File: config.mk
export PLATFORM = sky130hd
export DESIGN_NAME = pipe_hazard_ctrl
export DESIGN_NICKNAME = d
export VERILOG_FILES = /design/src/rtl/pipe_hazard_ctrl.sv
export SDC_FILE = /design/constraint.sdc
export NUM_CORES = 1
export LEC_CHECK = 0
export BUFFER_PORTS_ARGS = -buffer_cell sky130_fd_sc_hd__buf_2
export CORE_MARGIN = 2
export CORE_UTILIZATION = 34
export CTS_CLUSTER_DIAMETER = 60
export DETAILED_ROUTE_END_ITERATION = 12
export PLACE_DENSITY = 0.72
export SYNTH_ARGS = -nofsm -noshare
export SYNTH_HDL_FRONTEND = slang
export SYNTH_SLANG_ARGS = --single-unit
File: constraint.sdc
create_clock -name clock -period 1.2 [get_ports clock]
set_input_delay 0.12 -clock clock [delete_from_list [all_inputs] [get_ports clock]]
set_output_delay 0.12 -clock clock [all_outputs]
set_load 0.02 [all_outputs]
File: src/rtl/pipe_hazard_ctrl.sv
// pipe_hazard_ctrl: stall/flush sequencer and IF/MEM shared memory-port arbiter.
// Define PIPE_CTRL_PERF_EN to build the saturating stall-cycle counter.
module pipe_hazard_ctrl #(
    parameter int STALL_W = 6,
    parameter int PERF_W  = 32
) (
    input  logic               clock,
    input  logic               reset,
    input  logic               if_req,
    input  logic               mem_req,
    input  logic               mem_done,
    output logic               port_start,
    output logic               port_sel_mem,
    output logic               if_ack,
    output logic               mem_ack,
    input  logic               stallreq_id,
    input  logic               stallreq_ex,
    input  logic               branch_flush,
    output logic [STALL_W-1:0] stall,
    output logic               flush,
    output logic [PERF_W-1:0]  perf_stall_cnt
);
    typedef enum logic [1:0] {IDLE, IF_ACC, MEM_ACC} state_t;
    state_t r_state, w_state_nxt;
    logic r_drop_fetch, r_flush_pending;
    logic w_start_nxt, w_req4, w_req1, w_s3, w_s2, w_s1;
    // stall[3] never depends on flush, which keeps flush -> if_ack -> req1 loop-free
    assign mem_ack = (r_state == MEM_ACC) && mem_done;
    assign w_req4  = mem_req && !mem_ack;
    assign w_s3    = w_req4 || stallreq_ex;
    assign flush   = (branch_flush || r_flush_pending) && !w_s3;
    assign if_ack  = (r_state == IF_ACC) && mem_done && !r_drop_fetch && !flush;
    assign w_req1  = if_req && !if_ack && !flush;
    assign w_s2    = w_s3 || stallreq_id;
    assign w_s1    = w_s2 || w_req1;
    assign stall   = STALL_W'({w_req4, w_s3, w_s2, w_s1, w_s1});
    always_comb begin
        w_state_nxt = r_state;
        w_start_nxt = 1'b0;
        case (r_state)
            IDLE: begin
                if (mem_req) begin
                    w_state_nxt = MEM_ACC;
                    w_start_nxt = 1'b1;
                end else if (if_req && !flush) begin
                    w_state_nxt = IF_ACC;
                    w_start_nxt = 1'b1;
                end
            end
            default: w_state_nxt = mem_done ? IDLE : r_state;
        endcase
    end
    always_ff @(posedge clock or negedge reset) begin
        if (!reset) begin
            r_state         <= IDLE;
            port_start      <= 1'b0;
            port_sel_mem    <= 1'b0;
            r_drop_fetch    <= 1'b0;
            r_flush_pending <= 1'b0;
        end else begin
            r_state         <= w_state_nxt;
            port_start      <= w_start_nxt;
            port_sel_mem    <= w_state_nxt == MEM_ACC;
            r_drop_fetch    <= (r_state == IF_ACC) && !mem_done && (r_drop_fetch || flush);
            r_flush_pending <= (branch_flush && w_s3) || (r_flush_pending && !flush);
        end
    end
`ifdef PIPE_CTRL_PERF_EN
    logic [PERF_W-1:0] r_perf;
    always_ff @(posedge clock or negedge reset) begin
        if (!reset)
            r_perf <= '0;
        else if (stall[0] && r_perf != '1)
            r_perf <= r_perf + 1'b1;
    end
    assign perf_stall_cnt = r_perf;
`else
    assign perf_stall_cnt = '0;
`endif
endmodule

==> run summary, run 1 <==
During synthesis, Yosys emitted a total of 0 warnings. Clock skew on the completed layout was measured at around 0.00036 ns. The post-synthesis instance total is slightly above 70.

The synthesized design spends more area on one cell type than any other, namely sky130_fd_sc_hd__buf_4. The worst hold path belongs to the class input port to register. After floorplanning, the core was sized to cover between 1500 and 2000 µm². The count of buffering cells on the critical path with inverters included came out at 1.

By startpoint and endpoint, the worst setup path is classified as register to output port. The CTS H-tree depth is 1. The average footprint of a synthesized cell came out at approximately 8.8 µm². The worst setup path is captured at an output port. The minimum period implied by the final worst setup slack came out at 1.393 ns. After filler insertion, the fill cell instance count of the layout stands at about 170. The I/O pin total came out at between 50 and 60. Along the worst path, the maximum fanout reaches 3. CTS saw 6 sinks. In this design, the stage delay of the slowest critical-path cell is 0.37 ns. Using the TritonRoute via totals, the vias-per-cell ratio works out to about 3.6. After the last flow step, the layout net total stands at 106. After layout, the worst setup slack is -0.1932 ns. The final number of setup-violating endpoints came out at 8. The post-route netlist has 38.54% of its cells at a drive strength greater than 1.

The met3 layer wire length in the routed design came out at 118 µm. The required time at the worst-slack endpoint came out at 1.08 ns. The number of distinct library cells after synthesis is 23. The commonest non-fill, non-tap cell in the layout is sky130_fd_sc_hd__conb_1. The worst setup path is launched from a register. The via count of the first global-routing pass came out at about 350.

The synthesis-stage register bit count is 6. The number of hold violations in the final report came out at 0. Setup repair after global routing could not meet its margin everywhere. The final estimated routing congestion in global placement came out at around 0.75. The pin count of the biggest net entering global routing is 8. On the critical path the largest part of the delay comes from flip-flops.

The number of vias after detailed routing is ~440. The area of the die is 2219 µm². In this run the power density over the cells is ~1100 nW/µm².

The violation count after the first detailed-route iteration is 2. Among all stages on the critical path, the largest delay is contributed by sky130_fd_sc_hd__dfrtp_1. Dividing the final minimum period by the clock period gives 116.1%. After floorplanning, the core was divided into 15 placement rows.

The net switching fraction of the power is between 40% and 50%. The global-route wire length before repair came out at between 1 and 1.5 mm. The net switching component of the power came out at between 0.0003 and 0.0004 W. The number of max-capacitance violations reported came out at 0. The vertical die dimension came out at 47.11 µm. Across the VDD grid, the largest voltage drop is around 0.42 mV. The detailed router put a total of 377 µm of wire on met1.

Once detail routing completed, the nets flagged for antenna violations numbered 0. The design internal power is a little over 0.0005 W. TritonCTS built the clock tree. The number of antenna violations at the first check in global routing came out at 0. The cell area after synthesis came out at ~630 µm². The number of buffers added on ports is 17. The DRC violations left is 0. In the layout the commonest cells are 33 x sky130_fd_sc_hd__conb_1, 10 x sky130_fd_sc_hd__buf_4, 9 x sky130_fd_sc_hd__buf_2. The number of slew-limit violations in the final report is 0. The maximum clock path buffer count is 2. The horizontal die dimension is between 40 and 50 µm.

The total overflow left after global routing is 0. The clock tree root buffer cell is sky130_fd_sc_hd__clkbuf_4. Walking the worst path, the cells encountered are nand3b_4 -> a21oi_4 -> nand3b_1 -> buf_6.

The sequential share of the synthesized area is between 20% and 30%. Before CTS, the worst setup slack after placement is 0.01164 ns. The detailed placer's ending HPWL came out at 808.2 µm. The detailed-route wire length per cell is slightly below 9 µm. The static leakage is a little over 0.4 nW. The proportion of synthesized flip-flops having asynchronous set or reset is between 90% and 100%. The clock latency of the later-clocked register in the worst-skew pair is approximately 0.24 ns. In the final timing run, aggregate negative setup slack is -1.214 ns. The synthesis-to-finish area growth is 19.01%. The final reports fail on setup timing. The run finished, with violations left. The proportion of netlist area held by the largest area contributor came out at between 40% and 50%.

In the post-synthesis netlist, the biggest area contributors are sky130_fd_sc_hd__buf_4 45%, sky130_fd_sc_hd__dfrtp_1 24%, sky130_fd_sc_hd__a211oi_4 3.2%. The count of inserted antenna diode cells came out at 0. The overall routed net length is ~1.1 mm. The overall global routing resource usage came out at 9.554%. Yosys mapped a number of flops with a built-in enable equal to 0.

The clock network power share came out at between 20% and 30%. The routed design uses roughly 560 µm of met2 wire. For this run, the leading register cell type out of synthesis is sky130_fd_sc_hd__dfrtp_1. Buffers inserted during clock tree synthesis total 3.

The first-pass iteration count of the detailed router came out at 2. The starting density of the core came out at a little over a third. The upper clock frequency limit came out at just over 0.7 GHz.

The highest layer used for signal routing is met4. The relative contribution of combinational cells to total power came out at about half. The data arrival time at the worst-slack endpoint came out at about 1.3 ns. The CTS clock-pin slew for the worst setup and hold paths is 0.04 ns. The share of total power in sequential cells came out at a little under a third.
[registers in the layout (all words and copies together), names as in the netlist]
signal,flops
port_sel_mem,1
port_start,1
r_drop_fetch,1
r_flush_pending,1
r_state,2
[per-layer routing]
metal	vias up	GRT usage (%)
met3	2	4.615
met2	32	18.90
li1	208	-
met4	0	3.333
met5	-	0
met1	197	8.102
[final timing paths]
kind,start,end,slack [ns],depth (start not counted)
min reg2reg,r_drop_fetch$_DFF_PN0_,r_drop_fetch$_DFF_PN0_,0.49,1
min,branch_flush,r_flush_pending$_DFF_PN0_,0.16,3
max in group asynchronous,reset,r_drop_fetch$_DFF_PN0_,0.82,2
max reg2reg,r_state[0]$_DFF_PN0_,r_flush_pending$_DFF_PN0_,0.01,6
max,r_state[0]$_DFF_PN0_,stall[0],-0.19,4
min in group asynchronous,reset,r_flush_pending$_DFF_PN0_,0.24,2
[worst reg2reg max path: stages (launching register included)]
cell and delay, ns:
sky130_fd_sc_hd__dfrtp_1 0.37, sky130_fd_sc_hd__nand3b_4 0.19, sky130_fd_sc_hd__a21oi_4 0.18, sky130_fd_sc_hd__buf_4 0.13
sky130_fd_sc_hd__buf_4 0.09, sky130_fd_sc_hd__buf_4 0.09, sky130_fd_sc_hd__nor2_1 0.03
[layout make-up]
type / count / area, µm² / area share (%)
inverter: 3 / 11.26 / 1.498
tap: 25 / 31.28 / 4.160
timing repair buffer: 27 / 209.0 / 27.79
clock buffer: 3 / 22.52 / 2.995
multi-input combinational: 57 / 327.8 / 43.59
sequential: 6 / 150.1 / 19.97
[synthesized netlist by cell type, types with 2 or more instances]
cell,instances
sky130_fd_sc_hd__buf_4,38
sky130_fd_sc_hd__dfrtp_1,6
sky130_fd_sc_hd__inv_1,3
sky130_fd_sc_hd__nand2b_1,3
sky130_fd_sc_hd__nor2_1,3
sky130_fd_sc_hd__nand2_1,2
[through the flow]
| step | power (W) | area (µm²) | util, % | instances | hold WS (ns) |
|---|---|---|---|---|---|
| 2_1_floorplan | 0.0005865 | 757.0 | - | 104 | -0.1756 |
| 4_1_cts | 0.0007985 | 689.4 | 39.50 | 117 | 0.1631 |
| 5_1_grt | 0.0009075 | 752.0 | 43.08 | 121 | 0.1718 |
| 3_3_place_gp | 0.0005761 | 610.6 | 34.98 | 111 | -0.05447 |
| 3_5_place_dp | 0.0005825 | 610.6 | 34.98 | 111 | -0.04960 |
| 6_report | 0.0008416 | 752.0 | 43.08 | 121 | 0.1603 |
[power by group through the flow]
stage | Sequential (W) | Combinational (W) | Clock (W)
3_3_place_gp | 0.000255 | 0.000321 | 0
5_1_grt | 0.000258 | 0.000445 | 0.000205
4_1_cts | 0.000254 | 0.000358 | 0.000186
2_1_floorplan | 0.000281 | 0.000306 | 0
3_5_place_dp | 0.000258 | 0.000324 | 0
6_report | 0.000254 | 0.000409 | 0.000179
[what timing repair did]
action                                 4_1_cts  5_1_grt
setup endpoints to repair                    7        9
pin swaps                                    2        4
resized for setup                            9       10
hold buffers                                 1        0
endpoints found under the hold margin        6        0
setup buffers                                2        4
[cell families after synthesis]
family	after synthesis	share of synthesized area [%]
AO/OA/AOI/OAI	7	9.901
buffers and inverters	41	46.93
other	1	0.5935
AND/OR/NAND/NOR	17	18.81
flip-flops	6	23.76
No activity file was read; power rests on OpenSTA's default activity.
==> inputs of run 2 (changes only) <==
- REMOVE_ABC_BUFFERS: unset -> 1
==> run 2 against run 1 <==
Compared with the run above: the flow still finishes with violations (setup timing); critical path depth rose by 2; clock skew up 0.0068 ns; cell count decreased by 2.5%; largest cell class unchanged.
==> run summary, run 2 (synthesized netlist as in run 1, its figures left out) <==
Counting flops per register, the top entry is r_state. The required time at the worst-slack endpoint came out at 1.08 ns (about the same). The worst setup path is launched from a register. The DRC violations left is 0 (unchanged). The final design utilization is 42.15% (-0.93 points). The fraction of layout cells with a size suffix above 1 came out at 37.63% (-0.91 points).

The horizontal die dimension is 47.11 µm (unchanged). The TritonCTS clock tree is built. The checks that failed: setup timing. The maximum clock path buffer count was 2 (unchanged). The cell sitting at the root of the clock tree is a sky130_fd_sc_hd__clkbuf_4. The power density relative to cell area is 1151 nW/µm² (+2.8%). The starting density of the core is 36.20% (unchanged). The clock latency of the later-clocked register in the worst-skew pair was 0.25 ns (about the same). The flow ran to the end, but the final reports show violations. The worst IR drop on VDD is 0.4047 mV (-4.6%). The number of slew-limit violations in the final report is 0 (unchanged). The upper clock frequency limit is 0.7117 GHz (-0.85%). The kind of critical path is register to output port. The global-route wire length before repair is 1.352 mm (-7.1%). In the layout the commonest cells are 33 x sky130_fd_sc_hd__conb_1, 9 x sky130_fd_sc_hd__buf_2, 7 x sky130_fd_sc_hd__buf_4, 7 x sky130_fd_sc_hd__buf_6, 6 x sky130_fd_sc_hd__dfrtp_1. The site row count came out at 15 (unchanged). The filler cell count came out at 178 (+5.3%). The per-cell via count in the routed design is 3.568 (-1.7%). The static leakage came out at 0.3918 nW (-5.2%). The data arrival time at the worst-slack endpoint was 1.29 ns (+0.02 ns). The overall global routing resource usage came out at 9.890% (+0.34 points). The biggest fanout along the worst timing path was 3 (unchanged). The total negative slack is -1.407 ns (-0.1922 ns). The number of buffers added on ports is 17 (unchanged). The number of antenna violations at the first check in global routing came out at 0 (unchanged). The vertical die dimension is 47.11 µm (unchanged). The minimum setup slack in the final design came out at -0.2051 ns (-0.01195 ns). The number of buffers created by CTS came out at 3 (unchanged).

The via count of the first global-routing pass was 320 (-8.8%). The final period utilization is 117.1% (+1.0 points). The final number of setup-violating endpoints is 8 (unchanged).

The number of hold violations in the final report came to 0 (unchanged). The area growth from synthesis to layout is 16.44%. The final estimated routing congestion in global placement came to 0.7221 (-3.2%).

The area of the die is 2219 µm² (unchanged). The number of vias after detailed routing is 421 (-4.1%). The detailed placer's ending HPWL is 794.2 µm (-1.7%). The footprint of the flip-flops and latches came out at 150.1 µm² (unchanged). The sort of element at the end of the critical path is an output port.

The I/O pin total is 51 (unchanged). The number of flip-flops under the largest register name is 2 (unchanged). The first-pass iteration count of the detailed router came out at 2 (unchanged). The overall routed net length is 1.102 mm (+3.4%).

The multi-input gate area in the final layout is 331.6 µm² (+1.1%). The aggregate global routing overflow is 0 (unchanged). The detailed-route wire length per cell came to 9.339 µm (+6.0%). The CTS clock-pin slew for the worst setup and hold paths came out at 0.05 ns (about the same).

The number of sinks driven by the clock tree came to 6 (unchanged). Setup repair after global routing could not meet its margin everywhere. The count of inserted antenna diode cells is 0 (unchanged). The final setup skew came out at 0.007162 ns (+0.006807 ns).

In this run the worst hold path is classified as input port to register. The violation count after the first detailed-route iteration came out at 2 (unchanged). The worst slack on hold paths came out at 0.1495 ns (-0.01084 ns).

The core region area was 1745 µm² (unchanged). The number of max-capacitance violations reported is 0 (unchanged). The number of nets with antenna violations after detailed routing came to 0 (unchanged). The number of nets at the end of the flow came to 103 (-2.8%). The library cell used most frequently in the layout, excluding fill and tap cells, is sky130_fd_sc_hd__conb_1. The pin count of the biggest net entering global routing is 8 (unchanged). The CTS H-tree depth came out at 1 (unchanged). The minimum period implied by the final worst setup slack is 1.405 ns (+0.01195 ns).
[run 2: routing by layer]
layer  part of all wire (%)  global-route usage, %
met5                      0                      0
met4                    3.4                  8.333
met3                     12                  6.538
met2                     51                  14.79
met1                     34                  9.324
[run 2: path summary, 6_finish.rpt]
path / from / end / cells after the start / slack, ns
min in group asynchronous: reset / r_flush_pending$_DFF_PN0_ / 2 / 0.23
worst min register to register: r_drop_fetch$_DFF_PN0_ / r_drop_fetch$_DFF_PN0_ / 1 / 0.51
worst max register to register: r_flush_pending$_DFF_PN0_ / r_state[0]$_DFF_PN0_ / 3 / 0.14
worst max-delay path: r_state[0]$_DFF_PN0_ / stall[4] / 6 / -0.21
max in group asynchronous: reset / r_state[1]$_DFF_PN0_ / 2 / 0.82
worst min-delay path: branch_flush / r_flush_pending$_DFF_PN0_ / 3 / 0.15
[run 2: layout make-up]
cell class              count  area share [%]
well taps                  25           4.252
repair buffers             24           25.34
inverters                   3           1.871
flip-flops and latches      6           20.41
multi-input cells          57           45.07
clock buffers               3           3.061
[run 2: worst max-delay path, stage by stage (launching register included)]
cell                       delay (ns)
sky130_fd_sc_hd__dfrtp_1         0.37
sky130_fd_sc_hd__nand3b_4        0.19
sky130_fd_sc_hd__buf_4           0.16
sky130_fd_sc_hd__buf_6           0.11
sky130_fd_sc_hd__inv_4           0.05
sky130_fd_sc_hd__nor2_2          0.03
sky130_fd_sc_hd__buf_6           0.12
[run 2: power breakdown]
group	internal, W	switching (W)	total [W]	leakage, nW
clock network	0.000113	0.0000771	0.000190	0.0138
registers	0.000234	0.0000204	0.000254	0.0756
logic	0.000152	0.000250	0.000402	0.302
[run 2: what timing repair did]
action / CTS / global route
endpoints found under the hold margin: 6 / 0
buffers inserted: 2 / 2
pin swaps: 3 / 2
gates resized for setup: 11 / 10
setup endpoints to repair: 7 / 8
hold buffers: 1 / 0
[run 2: metrics by stage]
stage | power, W | instance area (µm²) | setup slack, ns | cells
after detailed placement | 0.0005763 | 598.1 | 0.05412 | 110
after floorplan | 0.0004837 | 466.7 | -0.06006 | 66
after CTS | 0.0008018 | 680.7 | -0.1887 | 116
after global placement | 0.0005695 | 598.1 | 0.06547 | 110
after global routing | 0.0009046 | 735.7 | -0.2507 | 118
final | 0.0008465 | 735.7 | -0.2051 | 118
